--- config.mk ---
export PLATFORM = sky130hd
export DESIGN_NAME = prs_tx_feeder_flat
export DESIGN_NICKNAME = d
export VERILOG_FILES = /design/src/rtl/prs_tx_feeder_if.sv /design/src/rtl/prs_tx_feeder.sv /design/src/flat_wrapper.sv
export SDC_FILE = /design/constraint.sdc
export NUM_CORES = 1
export LEC_CHECK = 0
export BUFFER_PORTS_ARGS = -buffer_cell sky130_fd_sc_hd__buf_4
export CAP_MARGIN = 20
export CORE_UTILIZATION = 35
export DETAILED_ROUTE_END_ITERATION = 12
export GPL_TIMING_DRIVEN = 0
export SYNTH_ARGS = -nofsm -noshare
export SYNTH_HDL_FRONTEND = slang
export SYNTH_SLANG_ARGS = --single-unit
--- constraint.sdc ---
create_clock -name i_clk -period 1.6 [get_ports i_clk]
set_clock_uncertainty 0.1 [all_clocks]
set_input_delay 0.08 -clock i_clk [delete_from_list [all_inputs] [get_ports i_clk]]
set_output_delay 0.08 -clock i_clk [all_outputs]
set_load 0.01 [all_outputs]
--- src/rtl/prs_tx_feeder_if.sv ---
// TX handshake between the PRS word feeder and the SPI slave.
// master = feeder side, slave = SPI slave side.
interface prs_tx_feeder_if #(
  parameter int DATA_BITS = 16
);
  logic                 i_TX_req;
  logic                 i_busy;
  logic [DATA_BITS-1:0] o_TX_buff;
  logic                 o_TX_valid;
  logic                 o_ready;

  modport master (
    input  i_TX_req,
    input  i_busy,
    output o_TX_buff,
    output o_TX_valid,
    output o_ready
  );

  modport slave (
    output i_TX_req,
    output i_busy,
    input  o_TX_buff,
    input  o_TX_valid,
    input  o_ready
  );
endinterface

--- src/rtl/prs_tx_feeder.sv ---
// Galois-LFSR word source for the SPI slave TX path, one word per frame.
// Optional PRS_FRAME_TAG_EN puts the frame count in the top bits of each word.
module prs_tx_feeder #(
  parameter int                   DATA_BITS = 16,
  parameter logic [DATA_BITS-1:0] POLY      = 16'hB400,
  parameter logic [DATA_BITS-1:0] SEED      = 16'hACE1,
  parameter int                   CNT_BITS  = 8
) (
  input  logic                i_clk,
  input  logic                i_rst_n,
  input  logic                i_en,
  prs_tx_feeder_if.master     bus,
  output logic [CNT_BITS-1:0] o_frame_cnt
);

  localparam int BW = $clog2(DATA_BITS + 1);
  localparam logic [BW-1:0] LAST = BW'(DATA_BITS - 1);
  // An all-zero LFSR would lock up, so a zero seed is replaced by 1.
  localparam logic [DATA_BITS-1:0] SEED_L =
    (SEED == '0) ? DATA_BITS'(1) : SEED;

  typedef enum logic [1:0] {
    GEN   = 2'd0,
    READY = 2'd1,
    SENT  = 2'd2
  } state_t;

  state_t               state_q, state_d;
  logic [DATA_BITS-1:0] lfsr_q, lfsr_d;
  logic [DATA_BITS-1:0] shift_q, shift_d;
  logic [DATA_BITS-1:0] buff_q, buff_d;
  logic [BW-1:0]        bit_cnt_q, bit_cnt_d;
  logic [CNT_BITS-1:0]  cnt_q, cnt_d;

  logic                 fb;
  logic [DATA_BITS-1:0] lfsr_step;
  logic [DATA_BITS-1:0] shift_step;
  logic [DATA_BITS-1:0] load_word;

  always_comb begin
    fb         = lfsr_q[0];
    lfsr_step  = (lfsr_q >> 1) ^ (fb ? POLY : '0);
    shift_step = {shift_q[DATA_BITS-2:0], fb};
`ifdef PRS_FRAME_TAG_EN
    load_word  = {cnt_q, shift_step[DATA_BITS-CNT_BITS-1:0]};
`else
    load_word  = shift_step;
`endif
  end

  always_comb begin
    state_d   = state_q;
    lfsr_d    = lfsr_q;
    shift_d   = shift_q;
    buff_d    = buff_q;
    bit_cnt_d = bit_cnt_q;
    cnt_d     = cnt_q;
    unique case (state_q)
      GEN: begin
        if (i_en) begin
          lfsr_d  = lfsr_step;
          shift_d = shift_step;
          if (bit_cnt_q == LAST) begin
            bit_cnt_d = '0;
            buff_d    = load_word;
            state_d   = READY;
          end else begin
            bit_cnt_d = bit_cnt_q + 1'b1;
          end
        end
      end
      // busy wins over a dropped request: the slave already latched the word
      READY: begin
        if (bus.i_busy) state_d = SENT;
      end
      SENT: begin
        if (!bus.i_busy) begin
          cnt_d   = cnt_q + 1'b1;
          state_d = GEN;
        end
      end
      default: state_d = GEN;
    endcase
  end

  always_ff @(posedge i_clk or negedge i_rst_n) begin
    if (!i_rst_n) begin
      state_q   <= GEN;
      lfsr_q    <= SEED_L;
      shift_q   <= '0;
      buff_q    <= '0;
      bit_cnt_q <= '0;
      cnt_q     <= '0;
    end else begin
      state_q   <= state_d;
      lfsr_q    <= lfsr_d;
      shift_q   <= shift_d;
      buff_q    <= buff_d;
      bit_cnt_q <= bit_cnt_d;
      cnt_q     <= cnt_d;
    end
  end

  assign bus.o_TX_buff  = buff_q;
  assign bus.o_ready    = (state_q == READY);
  assign bus.o_TX_valid = (state_q == READY) & bus.i_TX_req;
  assign o_frame_cnt    = cnt_q;

endmodule

--- src/flat_wrapper.sv ---
// flat-port wrapper written by rule: the top's interface ports become plain ports
module prs_tx_feeder_flat 
#(
  parameter int                   DATA_BITS = 16,
  parameter logic [DATA_BITS-1:0] POLY      = 16'hB400,
  parameter logic [DATA_BITS-1:0] SEED      = 16'hACE1,
  parameter int                   CNT_BITS  = 8
)
  (i_clk, i_rst_n, i_en, o_frame_cnt, bus_i_TX_req, bus_i_busy, bus_o_TX_buff, bus_o_TX_valid, bus_o_ready);
  prs_tx_feeder_if #(.DATA_BITS(DATA_BITS)) bus_i ();
  input  logic i_clk;
  input  logic i_rst_n;
  input  logic i_en;
  output logic [CNT_BITS-1:0] o_frame_cnt;
  input wire logic [$bits(bus_i.i_TX_req)-1:0] bus_i_TX_req;
  input wire logic [$bits(bus_i.i_busy)-1:0] bus_i_busy;
  output wire logic [$bits(bus_i.o_TX_buff)-1:0] bus_o_TX_buff;
  output wire logic [$bits(bus_i.o_TX_valid)-1:0] bus_o_TX_valid;
  output wire logic [$bits(bus_i.o_ready)-1:0] bus_o_ready;
  assign bus_i.i_TX_req = bus_i_TX_req;
  assign bus_i.i_busy = bus_i_busy;
  assign bus_o_TX_buff = bus_i.o_TX_buff;
  assign bus_o_TX_valid = bus_i.o_TX_valid;
  assign bus_o_ready = bus_i.o_ready;
  prs_tx_feeder #(.DATA_BITS(DATA_BITS), .POLY(POLY), .SEED(SEED), .CNT_BITS(CNT_BITS)) u_core (.i_clk(i_clk), .i_rst_n(i_rst_n), .i_en(i_en), .bus(bus_i), .o_frame_cnt(o_frame_cnt));
endmodule
==> impl_results.md, run 1 <==
* Mapped cell area at 0.00251 mm2
* Worst setup path category: reg2reg
* FFs w/ async S/R, synth at 1.00
* Design area at 0.00347 mm2
* Die height at 86.7 um
* Largest net degree at the start of global routing at 63
* RSZ-0062 raised after global routing: yes
* Max capacitance violation total at 0
* Post-Route Setup TNS at -3.19 ns
* Ys Warns at 0
* Leakage at 0.00177 uW
* Rel. slew slack at 0.492
* Status: finished with violations
* Worst-Margin Slew at 0.762 ns
* Storage cell area at 0.00156 mm2
* Final ANT Viol Nets at 0
* Synth Area in Simple Gates at 0.192
* Die W at 86.7 um
* Startpoint types: register
* Top_reg_cell synth: dfrtp_1
* Num ports at 31
* Later-pin clock latency in the skew report at 0.34 ns
* Initial core utilization at 0.366
* GRT busiest layer: met2
* Post-synth EDFFs at 0
* Register area share after synthesis at 0.622
* Critical Path End Type: register
* Area of the multi-input gates at 975 um2
* WHS at 0.175 ns
* Final setup margin at -0.189 ns
* DRC viols at 0
* Worst EP arrival at 1.91 ns
* Row cnt at 30
* Met2 Use GR at 0.213
* Period minus WS final at 1.79 ns
* Met1 usage at 0.176
* Wire per inst at 12.0 um
* Max Slew Vio Count at 0
* Cells on worst reg2reg path at 6
* CTS Buffer Depth at 2
* Largest area contributor in the netlist: dfrtp_1
* RR Startpoint: u_core.state_q[0]
* Synth Register Bits at 62
* Ant diodes at 0
* Mux contribution to synthesized area at 0.0911
* Layout area overhead at 38.2%
* Setup-failing EPs final at 36
* Global-route usage over all layers at 0.139
* Port Buf Inserts at 30
* Total grt overflow at 0
* Synth Area in Adders at 0.00996
* Fin nets at 290
* CTS buffer count at 9
* Vias in the first global route at 1,654
* Global placer's final weighted congestion at 0.684
* Final core occ at 0.505
* RR Endpoint: u_core.bus.o_TX_buff[13]
* Fin crit share at 1.12
* Avg Cell Area, Syn at 11.2 um2
* Top area cells in the synthesized netlist: dfrtp_1, nand2_1, dfstp_2, mux2_4, xnor2_1
* XOR/XNOR Fraction of Synth Area at 0.0383
* Drt pass-1 iters at 4
* DPL Wire Length at 2670 um
* Top cell type's share of synthesized area at 0.538
* CTS clk-pin slew, worst paths at 0.07 ns
* H-Tree Depth at 3
* Vias per inst at 4.46
* First-pass GRT wire length at 7820 um
* Crit Path Max Fanout at 5
* Cells after Synth at 224
* Flop-to-flop setup slack at -0.19 ns
* DIE AREA at 0.00752 mm2
* Pwr/cell area at 1600 mW/mm2
* DRT iter0 DRCs at 138
* Mapped Nets at 231
* Maximum clock rate at 559 MHz
* CP Data Required Time at 1.73 ns
* Placed inst area at 0.00286 mm2
* Fillers at 616
* Met3 usage at 0.0486
* Core box area at 0.00687 mm2
* Peak supply drop at 0.596 mV
* Crit path to: u_core.bus.o_TX_buff[13]
* TritonCTS clock tree: built
* Share of cells above drive strength 1 at 0.396
* Violated checks: negative setup slack
* Clock root cell: clkbuf_8
* Synth Area in Compound Gates at 0.0204
* Hold Path Class: in2reg
* Via count at 1,713
* Count of final hold-check violations at 0
* Largest family of logic cells by synthesized area: simple AND/OR/NAND/NOR gates
* Clk sinks at 62
* Initial antenna violation count at 0
* Crit path launch: u_core.state_q[0]
* Number of library cell types mapped by synthesis at 29
* Routed Wire Length at 4610 um
[critical path: stages (launching register included)]
cell and delay (ns):
dfrtp_1 0.37, or3b_1 0.39, buf_6 0.14, nor2_8 0.14
buf_12 0.14, buf_12 0.11, mux2_4 0.29
[how the worst min path moves through the flow]
stage / from / to / slack, ns / cells past startpoint
after global routing: i_en / u_core.bit_cnt_q[0] / 0.17 / 5
after floorplan: i_rst_n / u_core.bit_cnt_q[0] / -0.32 / 0
after detailed placement: i_rst_n / u_core.bus.o_TX_buff[2] / 0.11 / 1
after global placement: i_rst_n / u_core.bus.o_TX_buff[2] / 0.11 / 1
after CTS: i_en / u_core.shift_q[1] / 0.27 / 5
final: i_en / u_core.bit_cnt_q[0] / 0.17 / 5
[per-layer routing]
metal / vias up / routed length (um) / share of wire
li1: 841 / - / -
met1: 826 / 2180 / 0.47
met2: 35 / 2140 / 0.46
met3: 11 / 194 / 0.042
met4: 0 / 100 / 0.022
met5: - / 0 / 0
[registers in the layout, indices dropped and copies added (netlist names)]
register              cells
u_core.shift_q           15
u_core.bit_cnt_q          5
u_core.o_frame_cnt        8
u_core.state_q            2
u_core.bus.o_TX_buff     16
u_core.lfsr_q            16
[cells in the mapped netlist (2+ instances only)]
cell type and count:
dfstp_2 8, clkbuf_1 4, ha_1 2, inv_1 2, o21ai_0 5, nand3_1 2
buf_2 4, xnor2_1 10, nand2_1 94, nand4_1 4, mux2_2 7, dfrtp_1 54
and3_1 2, nand2b_1 2, mux2_4 10
[layout by cell type (no fill, tap or decap), types with 2 or more instances in the layout]
cell type / netlist / routed
nor3b_4: 0 / 2
buf_6: 0 / 4
o21ai_1: 0 / 2
o21ai_2: 0 / 2
ha_1: 2 / 2
clkbuf_1: 4 / 2
clkbuf_8: 0 / 12
dlygate4sd3_1: 0 / 2
dfstp_2: 8 / 8
buf_12: 1 / 5
nand2_2: 0 / 11
and3_1: 2 / 2
dfrtp_1: 54 / 54
nand2_1: 94 / 82
nand4_1: 4 / 4
buf_16: 0 / 2
mux2_4: 10 / 16
buf_8: 0 / 3
bufinv_16: 0 / 2
buf_4: 0 / 40
nand3_1: 2 / 2
xnor2_1: 10 / 10
[report_power, final]
part,switching (uW),internal (uW)
Combinational,654,760
Clock,594,1000
Sequential,386,2150
[area by class of cell]
cell class | instances | area share
repair buffers | 48 | 0.132
well taps | 96 | 0.0346
flip-flops and latches | 62 | 0.450
multi-input cells | 150 | 0.281
clock inverters | 3 | 0.0187
plain buffers | 10 | 0.0335
clock buffers | 13 | 0.0486
inverters | 2 | 0.00216
[per-stage QoR]
stage | setup slack [ns] | cells | power, uW
2_1_floorplan | -0.119 | 224 | 3200
3_3_place_gp | -0.310 | 350 | 3580
3_5_place_dp | -0.299 | 350 | 3620
4_1_cts | -0.175 | 381 | 5450
5_1_grt | -0.224 | 384 | 5890
6_report | -0.189 | 384 | 5540
[what timing repair did]
action	4_1_cts	5_1_grt
hold buffers	2	0
gates resized for setup	22	38
cloned	3	0
pin swaps	2	8
buffers inserted	10	4
endpoints found under the setup margin	40	49
hold endpoints to repair	59	0
[logic make-up (layout without fill, tap and decap cells)]
family	after synthesis	count (layout)
flip-flops	62	62
adder cells (fa/ha/maj)	2	2
AO/OA/AOI/OAI	9	9
buffers and inverters	12	76
multiplexers	17	17
AND/OR/NAND/NOR	111	111
XOR/XNOR	11	11
(Power assumes the default switching activity.)
==> run 2, diff against run 1 <==
Settings changed: CELL_PAD_IN_SITES_DETAIL_PLACEMENT from default to 1, CELL_PAD_IN_SITES_GLOBAL_PLACEMENT from default to 2, CORE_UTILIZATION 35 to 34, PLACE_DENSITY_LB_ADDON from default to 0.1.
==> run 2 against run 1 <==
Against the previous run: the flow still finishes with violations (negative setup slack); clock power fell by 28%; maximum frequency grew 6.1%; final area fell by 8.4%; register-to-register slack improved by 0.10 ns; critical path type unchanged; die area is 2.9% higher; global-route usage is 1.1 points higher; total power is 12% lower; critical path depth down 1; highest routed layer unchanged; largest cell class unchanged; sequential share of layout area up 4.1 points; first-iteration DRC count is 82% lower; cell count decreased by 2.3%.
==> impl_results.md, run 2 (same netlist as run 1, synthesis figures left out) <==
* Final setup margin at -0.0863 ns (was -0.189 ns)
* Worst EP arrival at 1.81 ns (was 1.91 ns)
* Crit path cell chain: ha_1 -> nand4b_1 -> nor2_8 -> clkbuf_16 -> mux2_4 (was or3b_1 -> buf_6 -> nor2_8 -> buf_12 -> buf_12 -> mux2_4)
* Die height at 88.0 um (was 86.7 um)
* CTS buffer count at 9 (unchanged)
* CP max-delay cell: dfrtp_1 (was or3b_1)
* Pwr/cell area at 1540 mW/mm2 (was 1600 mW/mm2)
* Total grt overflow at 0 (unchanged)
* Worst setup path category: reg2reg (unchanged)
* Row cnt at 30 (unchanged)
* Placed Cells at 350 (unchanged)
* Port Buf Inserts at 30 (unchanged)
* Vias in the first global route at 1,851 (was 1,654)
* Layout area overhead at 26.5% (was 38.2%)
* Vias per inst at 4.51 (was 4.46)
* Core box area at 0.00698 mm2 (was 0.00687 mm2)
* Setup-failing EPs final at 16 (was 36)
* RSZ-0062 raised after global routing: yes (unchanged)
* First-pass GRT wire length at 8820 um (was 7820 um)
* Most common cell after layout, fill and taps aside: nand2_1 (unchanged)
* Initial core utilization at 0.360 (was 0.366)
* Share of cells above drive strength 1 at 0.315 (was 0.396)
* Most frequent cells in the layout: nand2_1, dfrtp_1, buf_4 (unchanged)
* DRT iter0 DRCs at 25 (was 138)
* Non-filler cells, final at 375 (was 384)
* Critical Path Max Stage Delay at 0.36 ns (was 0.39 ns)
* Clock root cell: clkbuf_8 (unchanged)
* Global placer's final weighted congestion at 0.673 (was 0.684)
* Later-pin clock latency in the skew report at 0.33 ns (was 0.34 ns)
* Via count at 1,691 (was 1,713)
* Violated checks: negative setup slack (unchanged)
* Hold Path Class: in2reg (unchanged)
* Max capacitance violation total at 0 (unchanged)
* Leakage at 0.00164 uW (was 0.00177 uW)
* Count of final hold-check violations at 0 (unchanged)
* TritonCTS clock tree: built (unchanged)
* Max Slew Vio Count at 0 (unchanged)
* Startpoint types: register (unchanged)
* Final ANT Viol Nets at 0 (unchanged)
* Fin crit share at 1.05 (was 1.12)
* Wire per inst at 13.5 um (was 12.0 um)
* Maximum clock rate at 593 MHz (was 559 MHz)
* Critical Path End Type: register (unchanged)
* Worst path bufs/invs at 1 (was 3)
* Fin nets at 281 (was 290)
* Routed Wire Length at 5060 um (was 4610 um)
* Status: finished with violations (unchanged)
* Crit Path Max Fanout at 5 (unchanged)
* Drt pass-1 iters at 4 (unchanged)
* Period minus WS final at 1.69 ns (was 1.79 ns)
* Kind of cell adding the most delay to the critical path: simple AND/OR/NAND/NOR gates (unchanged)
* H-Tree Depth at 3 (unchanged)
* CTS Buffer Depth at 2 (unchanged)
* Tot Pwr at 4890 uW (was 5540 uW)
* CP Data Required Time at 1.72 ns (was 1.73 ns)
* Die W at 88.0 um (was 86.7 um)
* Clk sinks at 62 (unchanged)
* DIE AREA at 0.00774 mm2 (was 0.00752 mm2)
* Initial antenna violation count at 0 (unchanged)
* Ant diodes at 0 (unchanged)
* DRC viols at 0 (unchanged)
* Global-route usage over all layers at 0.150 (was 0.139)
* DPL Wire Length at 3180 um (was 2670 um)
* Worst-Margin Slew at 0.794 ns (was 0.762 ns)
* CTS clk-pin slew, worst paths at 0.08 ns (was 0.07 ns)
* Largest net degree at the start of global routing at 63 (unchanged)
* Num ports at 31 (unchanged)
* Rel. slew slack at 0.471 (was 0.492)
* Peak supply drop at 0.535 mV (was 0.596 mV)
## run 2: cell count changes in the layout (fill, tap and decap cells not counted), sizes merged
| cell | previous run | this run |
|---|---|---|
| clkinv | 1 | 4 |
| bufinv | 2 | 0 |
| buf | 54 | 43 |
| clkinvlp | 0 | 1 |
## run 2: final timing paths
kind                                           from                 endpoint  slack, ns  cells past startpoint
worst max-delay path            u_core.bit_cnt_q[0]  u_core.bus.o_TX_buff[7]      -0.09                      5
worst min-delay path                           i_en        u_core.lfsr_q[15]       0.25                      5
worst max register to register  u_core.bit_cnt_q[0]  u_core.bus.o_TX_buff[7]      -0.09                      5
worst min register to register     u_core.lfsr_q[5]         u_core.lfsr_q[5]       0.36                      2
max in group asynchronous                   i_rst_n      u_core.bit_cnt_q[0]       0.59                      2
min in group asynchronous                   i_rst_n  u_core.bus.o_TX_buff[9]       0.29                      2
## run 2: area by class of cell
class                      instances  area [um2]
buffer                             9        75.1
timing repair buffer              40         335
tap                               96         120
multi-input combinational        150         921
inverter                           2        7.51
clock inverter                     5        27.5
fill                             793        3800
clock buffer                      11         131
sequential                        62        1560
## run 2: what timing repair did
action,4_1_cts,5_1_grt
resized for setup,13,9
endpoints found under the setup margin,48,54
cloned,0,1
hold endpoints to repair,57,0
setup buffers,4,3
hold buffers,2,0
pin swaps,1,1
## run 2: worst reg2reg max path, stage by stage, from the launching register on
cell and delay [ns]:
dfrtp_1 0.36, ha_1 0.17, nand4b_1 0.24, nor2_8 0.25, clkbuf_16 0.18, mux2_4 0.29
## run 2: report_power, final
group          total [uW]  internal, uW  leakage (uW)  switching (uW)
registers            2500          2140      0.000820             359
clock network        1150           552     0.0000829             595
logic                1240           625      0.000736             618
## run 2: through the flow
stage | worst slack [ns] | area, um2 | setup TNS (ns) | util | hold WS [ns]
6_report | -0.0863 | 3180 | -1.15 | 0.455 | 0.248
5_1_grt | -0.152 | 3180 | -2.34 | 0.455 | 0.258
4_1_cts | -0.159 | 3130 | -2.21 | 0.448 | 0.263
3_5_place_dp | -0.393 | 2860 | -8.05 | 0.410 | 0.128
3_3_place_gp | -0.429 | 2860 | -8.41 | 0.410 | 0.133
2_1_floorplan | -0.119 | 2520 | -1.26 | - | -0.316
## run 2: metal layers
metal | GRT usage | vias up | wire length (um)
li1 | - | 816 | -
met1 | 0.203 | 835 | 2420
met2 | 0.230 | 31 | 2370
met3 | 0.0339 | 9 | 190
met4 | 0.0671 | 0 | 80
met5 | 0 | - | 0
==> run 3, diff against run 2 <==
Settings changed: SETUP_SLACK_MARGIN from default to 0.1.
==> run 3 against run 2 <==
Against the previous run: the flow still finishes with violations (negative setup slack); critical path depth unchanged; cell count up 3.2%; total power up 5.6%; sequential cell count unchanged; global-route usage down 0.49 points; clock-buffer cell count up 1; first-iteration DRC count up 52%; sequential share of layout area down 3.7 points.
==> impl_results.md, run 3 (same netlist as run 1, synthesis figures left out) <==
* Rel. slew slack at 0.479 (was 0.471)
* Critical Path End Type: register (unchanged)
* TritonCTS clock tree: built (unchanged)
* Worst setup path category: reg2reg (unchanged)
* Post-Route Setup TNS at -3.09 ns (was -1.15 ns)
* Hold Path Class: in2reg (unchanged)
* Global-route usage over all layers at 0.145 (was 0.150)
* CTS Buffer Depth at 2 (unchanged)
* DRC viols at 0 (unchanged)
* Flop-to-flop setup slack at -0.16 ns (was -0.09 ns)
* Vias in the first global route at 1,764 (was 1,851)
* Setup-failing EPs final at 39 (was 16)
* Num ports at 31 (unchanged)
* Peak supply drop at 0.617 mV (was 0.535 mV)
* Total grt overflow at 0 (unchanged)
* Crit path launch: u_core.state_q[1] (was u_core.bit_cnt_q[0])
* Port Buf Inserts at 30 (unchanged)
* Clock root cell: clkbuf_8 (unchanged)
* Ant diodes at 0 (unchanged)
* Die height at 88.0 um (unchanged)
* Largest net degree at the start of global routing at 63 (unchanged)
* DPL Wire Length at 3020 um (was 3180 um)
* CP Data Required Time at 1.72 ns (about the same)
* Core box area at 0.00698 mm2 (unchanged)
* CTS clk-pin slew, worst paths at 0.07 ns (was 0.08 ns)
* Share of cells above drive strength 1 at 0.395 (was 0.315)
* Later-pin clock latency in the skew report at 0.33 ns (about the same)
* Placed Cells at 350 (unchanged)
* Placed inst area at 0.00288 mm2 (was 0.00286 mm2)
* DRT iter0 DRCs at 38 (was 25)
* Leakage at 0.00175 uW (was 0.00164 uW)
* Fin nets at 293 (was 281)
* Initial antenna violation count at 0 (unchanged)
* Worst-Margin Slew at 0.782 ns (was 0.794 ns)
* Pwr/cell area at 1500 mW/mm2 (was 1540 mW/mm2)
* Design area at 0.00344 mm2 (was 0.00318 mm2)
* Startpoint types: register (unchanged)
* Final ANT Viol Nets at 0 (unchanged)
* RSZ-0062 raised after global routing: yes (unchanged)
* Worst min-delay path startpoint: i_en (unchanged)
* Die W at 88.0 um (unchanged)
* Count of final hold-check violations at 0 (unchanged)
* Max capacitance violation total at 0 (unchanged)
* H-Tree Depth at 3 (unchanged)
* Worst EP arrival at 1.88 ns (was 1.81 ns)
* CTS buffer count at 9 (unchanged)
* Maximum clock rate at 568 MHz (was 593 MHz)
* Vias per inst at 4.52 (was 4.51)
* Non-filler cells, final at 387 (was 375)
* RR Startpoint: u_core.state_q[1] (was u_core.bit_cnt_q[0])
* Status: finished with violations (unchanged)
* Drt pass-1 iters at 4 (unchanged)
* Period minus WS final at 1.76 ns (was 1.69 ns)
* Max Slew Vio Count at 0 (unchanged)
* Routed Wire Length at 5060 um (about the same)
* Row cnt at 30 (unchanged)
* Global placer's final weighted congestion at 0.657 (was 0.673)
* First-pass GRT wire length at 8410 um (was 8820 um)
* Violated checks: negative setup slack (unchanged)
* Fin crit share at 1.10 (was 1.05)
* Most common cell after layout, fill and taps aside: nand2_1 (unchanged)
* Via count at 1,749 (was 1,691)
* Layout area overhead at 36.8% (was 26.5%)
* Final core occ at 0.492 (was 0.455)
* DIE AREA at 0.00774 mm2 (unchanged)
* Initial core utilization at 0.360 (unchanged)
* Final setup margin at -0.160 ns (was -0.0863 ns)
* Clk sinks at 62 (unchanged)
* Crit Path Max Fanout at 5 (unchanged)
* Most frequent cells in the layout: nand2_1, dfrtp_1, buf_4 (unchanged)
* Wire per inst at 13.1 um (was 13.5 um)
[run 3: cell count changes in the layout (fill, tap and decap cells not counted), sizes merged]
cell and delta:
clkbuf +2, clkinv -1, buf +11
[run 3: where the power goes]
part	switching [uW]	internal, uW
Clock	591	597
Combinational	661	791
Sequential	385	2150
Total	1640	3530
[run 3: metrics by stage]
| step | power (uW) | setup WS (ns) | hold WS, ns |
|---|---|---|---|
| after detailed placement | 3680 | -0.425 | 0.122 |
| final | 5170 | -0.160 | 0.166 |
| after global placement | 3630 | -0.409 | 0.126 |
| after floorplan | 3220 | -0.119 | -0.316 |
| after CTS | 5000 | -0.149 | 0.216 |
| after global routing | 5570 | -0.195 | 0.173 |
[run 3: path summary, 6_finish.rpt]
kind                                           end  cells past startpoint
hold reg to reg                   u_core.lfsr_q[6]                      2
min in group asynchronous        u_core.shift_q[0]                      2
hold / removal                    u_core.lfsr_q[7]                      5
setup reg to reg           u_core.bus.o_TX_buff[7]                      5
max in group asynchronous         u_core.lfsr_q[9]                      2
setup / recovery           u_core.bus.o_TX_buff[7]                      5
[run 3: final cells by class]
| class | instances | area (um2) |
|---|---|---|
| fillers | 777 | 3540 |
| flip-flops and latches | 62 | 1560 |
| multi-input cells | 150 | 963 |
| repair buffers | 51 | 498 |
| clock buffers | 12 | 145 |
| well taps | 96 | 120 |
| plain buffers | 10 | 119 |
| clock inverters | 4 | 22.5 |
| inverters | 2 | 7.51 |
[run 3: critical path: stages (launching register included)]
cell and delay (ns):
dfrtp_1 0.40, or3b_4 0.38, buf_6 0.14, nor2_8 0.15, clkbuf_16 0.18, mux2_4 0.29
[run 3: metal layers]
layer	up-vias	wire length, um	global-route usage	part of all wire
li1	843	-	-	-
met1	867	2480	0.183	0.49
met3	8	189	0.0349	0.037
met4	0	70	0.0760	0.014
met2	31	2320	0.233	0.46
met5	-	0	0	0
[run 3: what timing repair did]
action,CTS,global route
pin swaps,2,9
hold endpoints to repair,59,0
hold buffers,2,0
buffers inserted,7,8
gates cloned,0,4
setup endpoints to repair,53,55
gates resized for setup,18,31
